[config.mk]
export PLATFORM = sky130hd
export DESIGN_NAME = led_row_scan_ctrl
export DESIGN_NICKNAME = d
export VERILOG_FILES = /design/src/rtl/led_row_scan_ctrl.sv
export SDC_FILE = /design/constraint.sdc
export NUM_CORES = 1
export LEC_CHECK = 0
export ABC_CLOCK_PERIOD_IN_PS = 2300
export CAP_MARGIN = 20
export CORE_MARGIN = 2
export CORE_UTILIZATION = 52
export CTS_BUF_LIST = sky130_fd_sc_hd__clkbuf_2 sky130_fd_sc_hd__clkbuf_4 sky130_fd_sc_hd__clkbuf_8
export DETAILED_ROUTE_END_ITERATION = 10
export GPL_TIMING_DRIVEN = 0
export HOLD_SLACK_MARGIN = 0.06
export PLACE_DENSITY_LB_ADDON = 0.05
export SYNTH_ARGS = -nofsm -noshare
export SYNTH_HDL_FRONTEND = slang
export SYNTH_SLANG_ARGS = --single-unit
export TNS_END_PERCENT = 10
[constraint.sdc]
create_clock -name clk -period 2.3 [get_ports clk]
set_input_delay 0.46 -clock clk [delete_from_list [all_inputs] [get_ports clk]]
set_output_delay 0.46 -clock clk [all_outputs]
set_load 0.03 [all_outputs]
[src/rtl/led_row_scan_ctrl.sv]
// LED panel row scan controller: shift a row of column data, blank, latch, then display it.
// Ports:
//   Inputs:  clk, rst (synchronous, active high), en, data_bit.
//   Outputs: data_row/data_col (frame-buffer address), sclk/sdata/latch/oe_n (column
//            drivers), dec_a/dec_e1/dec_e2/dec_e3 (row decoder), busy, frame_done.
// Optional feature: define LED_SCAN_BRIGHTNESS_EN to add input bright[7:0] for PWM dimming.
module led_row_scan_ctrl #(
    parameter int COLS        = 32,
    parameter int ROWS        = 8,
    parameter int ON_CYCLES   = 256,
    parameter int DEAD_CYCLES = 4,
    localparam int COL_W      = (COLS > 1) ? $clog2(COLS) : 1
) (
    input  logic             clk,
    input  logic             rst,
    input  logic             en,
    input  logic             data_bit,
`ifdef LED_SCAN_BRIGHTNESS_EN
    input  logic [7:0]       bright,
`endif
    output logic [2:0]       data_row,
    output logic [COL_W-1:0] data_col,
    output logic             sclk,
    output logic             sdata,
    output logic             latch,
    output logic             oe_n,
    output logic [2:0]       dec_a,
    output logic             dec_e1,
    output logic             dec_e2,
    output logic             dec_e3,
    output logic             busy,
    output logic             frame_done
);

    localparam int MAX_CNT = (ON_CYCLES > DEAD_CYCLES) ? ON_CYCLES : DEAD_CYCLES;
    localparam int CNT_W   = $clog2(MAX_CNT) + 1;

    localparam logic [2:0] S_IDLE    = 3'd0;
    localparam logic [2:0] S_SHIFT   = 3'd1;
    localparam logic [2:0] S_BLANK   = 3'd2;
    localparam logic [2:0] S_LATCH   = 3'd3;
    localparam logic [2:0] S_DISPLAY = 3'd4;

    localparam logic [COL_W-1:0] LAST_COL  = COL_W'(COLS - 1);
    localparam logic [2:0]       LAST_ROW  = 3'(ROWS - 1);
    localparam logic [CNT_W-1:0] LAST_DEAD = CNT_W'(DEAD_CYCLES - 1);
    localparam logic [CNT_W-1:0] LAST_ON   = CNT_W'(ON_CYCLES - 1);

    logic [2:0]       state;
    logic [2:0]       row;
    logic [2:0]       row_next;
    logic             phase;
    logic [CNT_W-1:0] cnt;
    logic [CNT_W-1:0] cnt_inc;

    assign row_next = (row == LAST_ROW) ? 3'd0 : row + 3'd1;
    assign cnt_inc  = cnt + CNT_W'(1);

`ifdef LED_SCAN_BRIGHTNESS_EN
    // On-time threshold captured at LATCH so a bright change mid-row cannot glitch it.
    logic [CNT_W-1:0] thr;
    logic [CNT_W-1:0] thr_next;
    assign thr_next = CNT_W'((32'(bright) * 32'(ON_CYCLES)) >> 8);
`endif

    always_ff @(posedge clk) begin
        if (rst) begin
            state      <= S_IDLE;
            row        <= 3'd0;
            phase      <= 1'b0;
            cnt        <= '0;
            sclk       <= 1'b0;
            sdata      <= 1'b0;
            latch      <= 1'b0;
            oe_n       <= 1'b1;
            dec_a      <= 3'd0;
            dec_e1     <= 1'b1;
            dec_e2     <= 1'b1;
            dec_e3     <= 1'b0;
            data_row   <= 3'd0;
            data_col   <= '0;
            busy       <= 1'b0;
            frame_done <= 1'b0;
`ifdef LED_SCAN_BRIGHTNESS_EN
            thr        <= '0;
`endif
        end else begin
            latch      <= 1'b0;
            frame_done <= 1'b0;
            case (state)
                S_IDLE: begin
                    if (en) begin
                        state    <= S_SHIFT;
                        busy     <= 1'b1;
                        data_row <= row;
                        data_col <= '0;
                        phase    <= 1'b0;
                    end
                end
                S_SHIFT: begin
                    if (!phase) begin
                        // Data settles while sclk is low; the rise comes next cycle.
                        sclk  <= 1'b0;
                        sdata <= data_bit;
                        phase <= 1'b1;
                    end else begin
                        sclk  <= 1'b1;
                        phase <= 1'b0;
                        if (data_col == LAST_COL) begin
                            state    <= S_BLANK;
                            cnt      <= '0;
                            data_col <= '0;
                        end else begin
                            data_col <= data_col + COL_W'(1);
                        end
                    end
                end
                S_BLANK: begin
                    sclk <= 1'b0;
                    oe_n <= 1'b1;
                    if (cnt == LAST_DEAD) begin
                        state <= S_LATCH;
                        latch <= 1'b1;
                        // Row address moves only while the panel is dark.
                        dec_a <= row;
                    end else begin
                        cnt <= cnt_inc;
                    end
                end
                S_LATCH: begin
                    state  <= S_DISPLAY;
                    cnt    <= '0;
                    dec_e1 <= 1'b0;
                    dec_e2 <= 1'b0;
                    dec_e3 <= 1'b1;
`ifdef LED_SCAN_BRIGHTNESS_EN
                    thr    <= thr_next;
                    oe_n   <= (thr_next == '0);
`else
                    oe_n   <= 1'b0;
`endif
                end
                S_DISPLAY: begin
                    if (cnt == LAST_ON) begin
                        row        <= row_next;
                        frame_done <= (row == LAST_ROW);
                        data_row   <= row_next;
                        data_col   <= '0;
                        phase      <= 1'b0;
                        oe_n       <= 1'b1;
                        dec_e1     <= 1'b1;
                        dec_e2     <= 1'b1;
                        dec_e3     <= 1'b0;
                        state      <= en ? S_SHIFT : S_IDLE;
                        busy       <= en;
                    end else begin
                        cnt <= cnt_inc;
`ifdef LED_SCAN_BRIGHTNESS_EN
                        oe_n <= !(cnt_inc < thr);
`else
                        oe_n <= 1'b0;
`endif
                    end
                end
                default: begin
                    state <= S_IDLE;
                    busy  <= 1'b0;
                end
            endcase
        end
    end

endmodule

==> metrics.txt, run 1 <==
initial antenna violation count 0; CP arrival 2.48 ns; chip height 64.6 um; first-pass GRT wire length 8000 um; cells along the critical path ha_4 > and3_4 > and3_4 > and3_4 > ha_4 > buf_6 > mux2i_2 > nor3_2 > nor2_1 > a211oi_2; ANT nets after route 0; drt wl/cell 15.8 um; Post-Syn Area 0.00191 sq mm; Cells after Synth 218; Hold Path Sink dec_a[0]; cell taking the most area after synthesis dfxtp_1; clock buffer depth 2; slowest stage delay, CP 0.40 ns; GP Congestion 0.877; FMAX 0.440 GHz; Final Hold Vio Count 0; r2r setup slk 0.03 ns; LEAKAGE 0.946 nW; routed wire length 4800 um; drt pass-1 iters 4; initial cell density of the core 53.0%; Worst Setup Slack post-DPL -0.301 ns; Min-Delay Path Class flop to flop; Area Growth Syn to Fin 27.8%; cell family with most CP delay simple AND/OR/NAND/NOR gates; Avg Inst Size Synth 8.77 sq um; PortBufs 22; kind of critical path flop to flop; worst hold stages 2; Final Skew 0.00805 ns; Cell Count Post-Placement 288; crit path launch type flop; Iter 0 DRT Violations 127; main area contributors after synthesis dfxtp_1 (37%), mux2i_1 (6.3%), nor2_1 (5.3%), ha_1 (3.9%), a21oi_1 (3.4%); Max Cap Viol 0; # setup viols final 0; final instance area 0.00244 sq mm; total CTS buffers 5; multi-input logic area 0.00116 sq mm; Seq/Total Area, Yosys 36.6%; Worst R2R Start cnt[1]; CTS sink count 35; Netlist cell types 50; Vias/cell 5.88; period utilisation layout 98.7%; Nets 265; Rows 22; Top FF cell, synth dfxtp_1; CTS clk-pin slew, worst paths 0.08 ns; Core Area 0.00361 sq mm; GRT overflow 0; Hold Path Origin dec_a[0]; fraction of layout cells with a size suffix above 1 18.8%; Util after Layout 67.8%; Post-synth EDFFs 0; Die Span X 64.6 um; TritonCTS clock tree done; PnR worst setup slack 0.0289 ns; Crit path top cell by count and3_4; Residual DRC 0; Worst R2R Path Depth 10; Crit path required time 2.51 ns; Pins Over Slew Limit 0; Post-synth top cells dfxtp_1 (35), nor2_1 (27), a21oi_1 (13), mux2i_1 (12), o21ai_0 (12); Root Buffer Master clkbuf_8; Yosys reg bits 35; hpwl dp 3420 um; crit path capture type flop; Crit-path slowest cell nor3_2; status finished clean; critical path peak fanout 6; H-tree depth 2; worst reg2reg endpoint data_row[0]; Peak supply drop 362 uV; most common cell in the netlist dfxtp_1; Post-DP Area 0.00225 sq mm; Post-synth ARST share 0%; power per standard cell area 549 mW/mm^2; crit path time final 2.27 ns; n_diodes 0; die area 0.00418 sq mm; total global-route track usage 25.0%; final non-filler cell total 304; Fillers 325; largest net degree at the start of global routing 14; slew margin rel. 58.6%; Synth Warn # 0; worst-margin pin slew 0.621 ns; Hold-fix buffers, CTS 0; via count 1787; register area 704 sq um; IO Count 24; vias in the first global route 1724; Pwr Total 1.34 mW; CP bufs+invs 1; share of the synthesized area in the top cell type 36.6%; Syn Nets 228; Worst-Skew Late Latency 0.30 ns
## area by class of cell
class,instances,area share (%)
Buffer,16,3.38
Clock buffer,5,2.82
Clock inverter,3,1.95
Inverter,8,1.23
Multi-Input combinational cell,158,47.4
Sequential cell,35,28.8
Tap cell,48,2.46
Timing Repair Buffer,31,11.9
## metrics by stage
step	hold WS, ns	TNS (ns)
global placement	0.479	-1.82
global route	0.541	-0.190
CTS	0.509	0
floorplan	0.481	0
detailed placement	0.495	-2.10
finish	0.505	0
## flip-flops by register name, indices dropped and copies added (netlist names), 3 cells and up
register,count
cnt,9
row,3
data_col,5
state,3
dec_a,3
data_row,3
## tightest hold or removal path, cell delays in order (launching register included)
cell and delay [ns]:
dfxtp_1 0.33, mux2i_1 0.07, nor2_1 0.07
## logic make-up after synthesis
group	synth area share, %
simple gates	24.5
compound gates	20.8
flops	36.6
buf+inv	6.15
mux	7.46
fa+ha+maj	3.93
xor+xnor	0.458
## per-layer routing
| metal | up-vias | track usage (%) | part of all wire (%) |
|---|---|---|---|
| li1 | 869 | - | - |
| met1 | 870 | 29.7 | 43 |
| met2 | 39 | 42.7 | 51 |
| met3 | 9 | 7.47 | 4.5 |
| met4 | 0 | 9.04 | 1.5 |
| met5 | - | 0 | 0 |
## placed cells by master (no fill, tap or decap), types with 3 or more instances in the layout
master and instances:
dfxtp_1 32, nor2_1 27, clkdlybuf4s50_1 22, a21oi_1 13
o21ai_0 12, buf_4 11, mux2i_1 11, inv_1 8
clkbuf_1 7, nand3_1 7, nand2b_1 6, nor3_1 6
nor2b_1 5, clkbuf_8 5, and3_1 4, nand2_1 4
a211oi_2 4, a211oi_1 4, a221oi_1 4, ha_1 4
and3_4 3, buf_2 3, or3_1 3, o31a_1 3
dfxtp_2 3
## timing repair
action | 4_1_cts | 5_1_grt
endpoints found under the setup margin | 11 | 9
setup buffers | 4 | 5
resized for setup | 0 | 6
pin swaps | 3 | 8
## report_power, final
group / internal (mW) / leakage [nW] / switching [mW]
Sequential: 0.617 / 0.285 / 0.00683
Combinational: 0.0571 / 0.602 / 0.0864
Clock: 0.328 / 0.0587 / 0.245
Total: 1.00 / 0.946 / 0.338
## worst max path at each step
stage                      start     endpoint  cells past startpoint
after floorplan           cnt[0]       cnt[4]                     10
final                     cnt[1]  data_row[0]                     10
after global routing      cnt[1]  data_row[0]                     10
after detailed placement  cnt[1]       cnt[5]                     10
after CTS                 cnt[1]  data_col[3]                      9
after global placement    cnt[0]       cnt[2]                     10
Note: power is estimated with default switching activity, not from simulation.
==> inputs of run 2 (changes only) <==
--- a/config.mk
+++ b/config.mk
@@ -7,8 +7,10 @@
 export LEC_CHECK = 0
 export ABC_CLOCK_PERIOD_IN_PS = 2300
 export CAP_MARGIN = 20
+export CELL_PAD_IN_SITES_DETAIL_PLACEMENT = 0
+export CELL_PAD_IN_SITES_GLOBAL_PLACEMENT = 1
 export CORE_MARGIN = 2
-export CORE_UTILIZATION = 52
+export CORE_UTILIZATION = 39
 export CTS_BUF_LIST = sky130_fd_sc_hd__clkbuf_2 sky130_fd_sc_hd__clkbuf_4 sky130_fd_sc_hd__clkbuf_8
 export DETAILED_ROUTE_END_ITERATION = 10
 export GPL_TIMING_DRIVEN = 0
==> metrics.txt, run 2 (same netlist as run 1, synthesis figures left out) <==
status finished clean; Nets 264; Crit-path slowest cell dfxtp_2; Core Area 0.00472 sq mm; hpwl dp 3290 um; PortBufs 22; largest net degree at the start of global routing 12; ANT nets after route 0; share of power burned in registers 46.3%; register bank with the most flops cnt; register area 703 sq um; Min-Delay Path Class flop to flop; vias in the first global route 1562; GP Congestion 0.780; hold_ws 0.496 ns; Comb pwr share 10.6%; total CTS buffers 5; FMAX 0.449 GHz; setup_tns 0 ns; Rows 25; critical path peak fanout 5; Final Skew 0.00909 ns; crit path capture type flop; Fillers 469; kind of critical path flop to flop; Residual DRC 0; routed wire length 4710 um; leading registers by flop count cnt (9), data_col (5); LEAKAGE 0.939 nW; CTS sink count 35; Root Buffer Master clkbuf_8; fraction of layout cells with a size suffix above 1 17.6%; P_sw 322 uW; period utilisation layout 96.9%; crit path launch type flop; Post-DP Area 0.00227 sq mm; worst-margin pin slew 0.631 ns; via count 1701; Area Growth Syn to Fin 28.5%; Net Sw Frac 23.8%; Clk pwr share 43.1%; Vias/cell 5.28; Worst Setup Slack post-DPL -0.315 ns; cell-internal power 1.03 mW; Pins Over Slew Limit 0; Die Span X 74.0 um; chip height 74.0 um; Crit path top cell by count and3_4; drt wl/cell 14.6 um; n_diodes 0; unrepaired setup endpoints after global routing true; Iter 0 DRT Violations 67; cells along the critical path ha_4 > and3_4 > and3_4 > and3_4 > ha_4 > nand3b_4 > o21a_4 > buf_4 > or3_4 > a211oi_2; slew margin rel. 57.9%; # setup viols final 0; clock buffer depth 2; first-pass GRT wire length 7890 um; die area 0.00548 sq mm; GRT overflow 0; drt pass-1 iters 4; initial cell density of the core 40.5%; Crit path required time 2.51 ns; IO Count 24; PnR worst setup slack 0.0717 ns; Final Hold Vio Count 0; H-tree depth 2; initial antenna violation count 0; crit path time final 2.23 ns; Peak supply drop 296 uV; final instance area 0.00246 sq mm; Worst-Skew Late Latency 0.29 ns; CP arrival 2.44 ns; power per standard cell area 549 mW/mm^2; CTS clk-pin slew, worst paths 0.08 ns; commonest non-fill, non-tap cell in the layout dfxtp_1; TritonCTS clock tree done; Max Cap Viol 0; most frequent cells in the layout dfxtp_1 (33), nor2_1 (26), clkdlybuf4s50_1 (22); slowest stage delay, CP 0.36 ns; multi-input logic area 0.00116 sq mm; total global-route track usage 18.9%; Largest register FFs 9
[run 2: cell type report]
| cell class | count | area share [%] |
|---|---|---|
| buffer | 16 | 3.36 |
| clock buffer | 6 | 3.36 |
| clock inverter | 2 | 1.43 |
| inverter | 8 | 1.22 |
| multi-input combinational | 158 | 47.2 |
| sequential | 35 | 28.6 |
| tap | 67 | 3.41 |
| timing repair buffer | 30 | 11.4 |
[run 2: repair_timing]
| item | 4_1_cts | 5_1_grt |
|---|---|---|
| endpoints found under the setup margin | 10 | 6 |
| setup buffers | 5 | 3 |
| pin swaps | 2 | 2 |
| hold buffers | 0 | 0 |
| gates resized for setup | 0 | 4 |
[run 2: path summary, 6_finish.rpt]
kind	depth (start not counted)	startpoint	slack [ns]	endpoint
max reg2reg	10	cnt[1]	0.07	data_col[0]
min reg2reg	2	data_col[4]	0.50	data_col[4]
min	2	data_col[4]	0.50	data_col[4]
max	10	cnt[1]	0.07	data_col[0]
[run 2: per-stage QoR]
step                cells  total power, mW  util [%]
detailed placement    307            0.770      48.1
finish                322             1.35      52.0
floorplan             218            0.727         -
global placement      307            0.771      48.1
global route          322             1.40      52.0
CTS                   319             1.35      51.1
[run 2: per-layer routing]
layer | part of all wire [%] | global-route usage, % | routed length (um) | vias up
met5 | 0 | 0 | 0 | -
met4 | 1.6 | 7.27 | 76 | 0
met3 | 3.1 | 3.66 | 144 | 5
met2 | 45 | 28.1 | 2110 | 25
met1 | 51 | 27.0 | 2380 | 804
li1 | - | - | - | 867
[run 2: critical path, delay by kind of cell, from the launching register on]
family                     cells  cell delay, ns
adders and majority gates      2            0.32
AOI/OAI and AO/OA              2            0.35
and+or+nand+nor                5            0.97
DFF                            1            0.36
buffers and inverters          1            0.14
[run 2: power groups by stage]
stage | sequential (mW) | combinational [mW] | clock (mW)
5_1_grt | 0.625 | 0.155 | 0.623
4_1_cts | 0.624 | 0.133 | 0.597
3_3_place_gp | 0.638 | 0.132 | 0
2_1_floorplan | 0.655 | 0.0716 | 0
3_5_place_dp | 0.638 | 0.132 | 0
6_report | 0.624 | 0.143 | 0.582
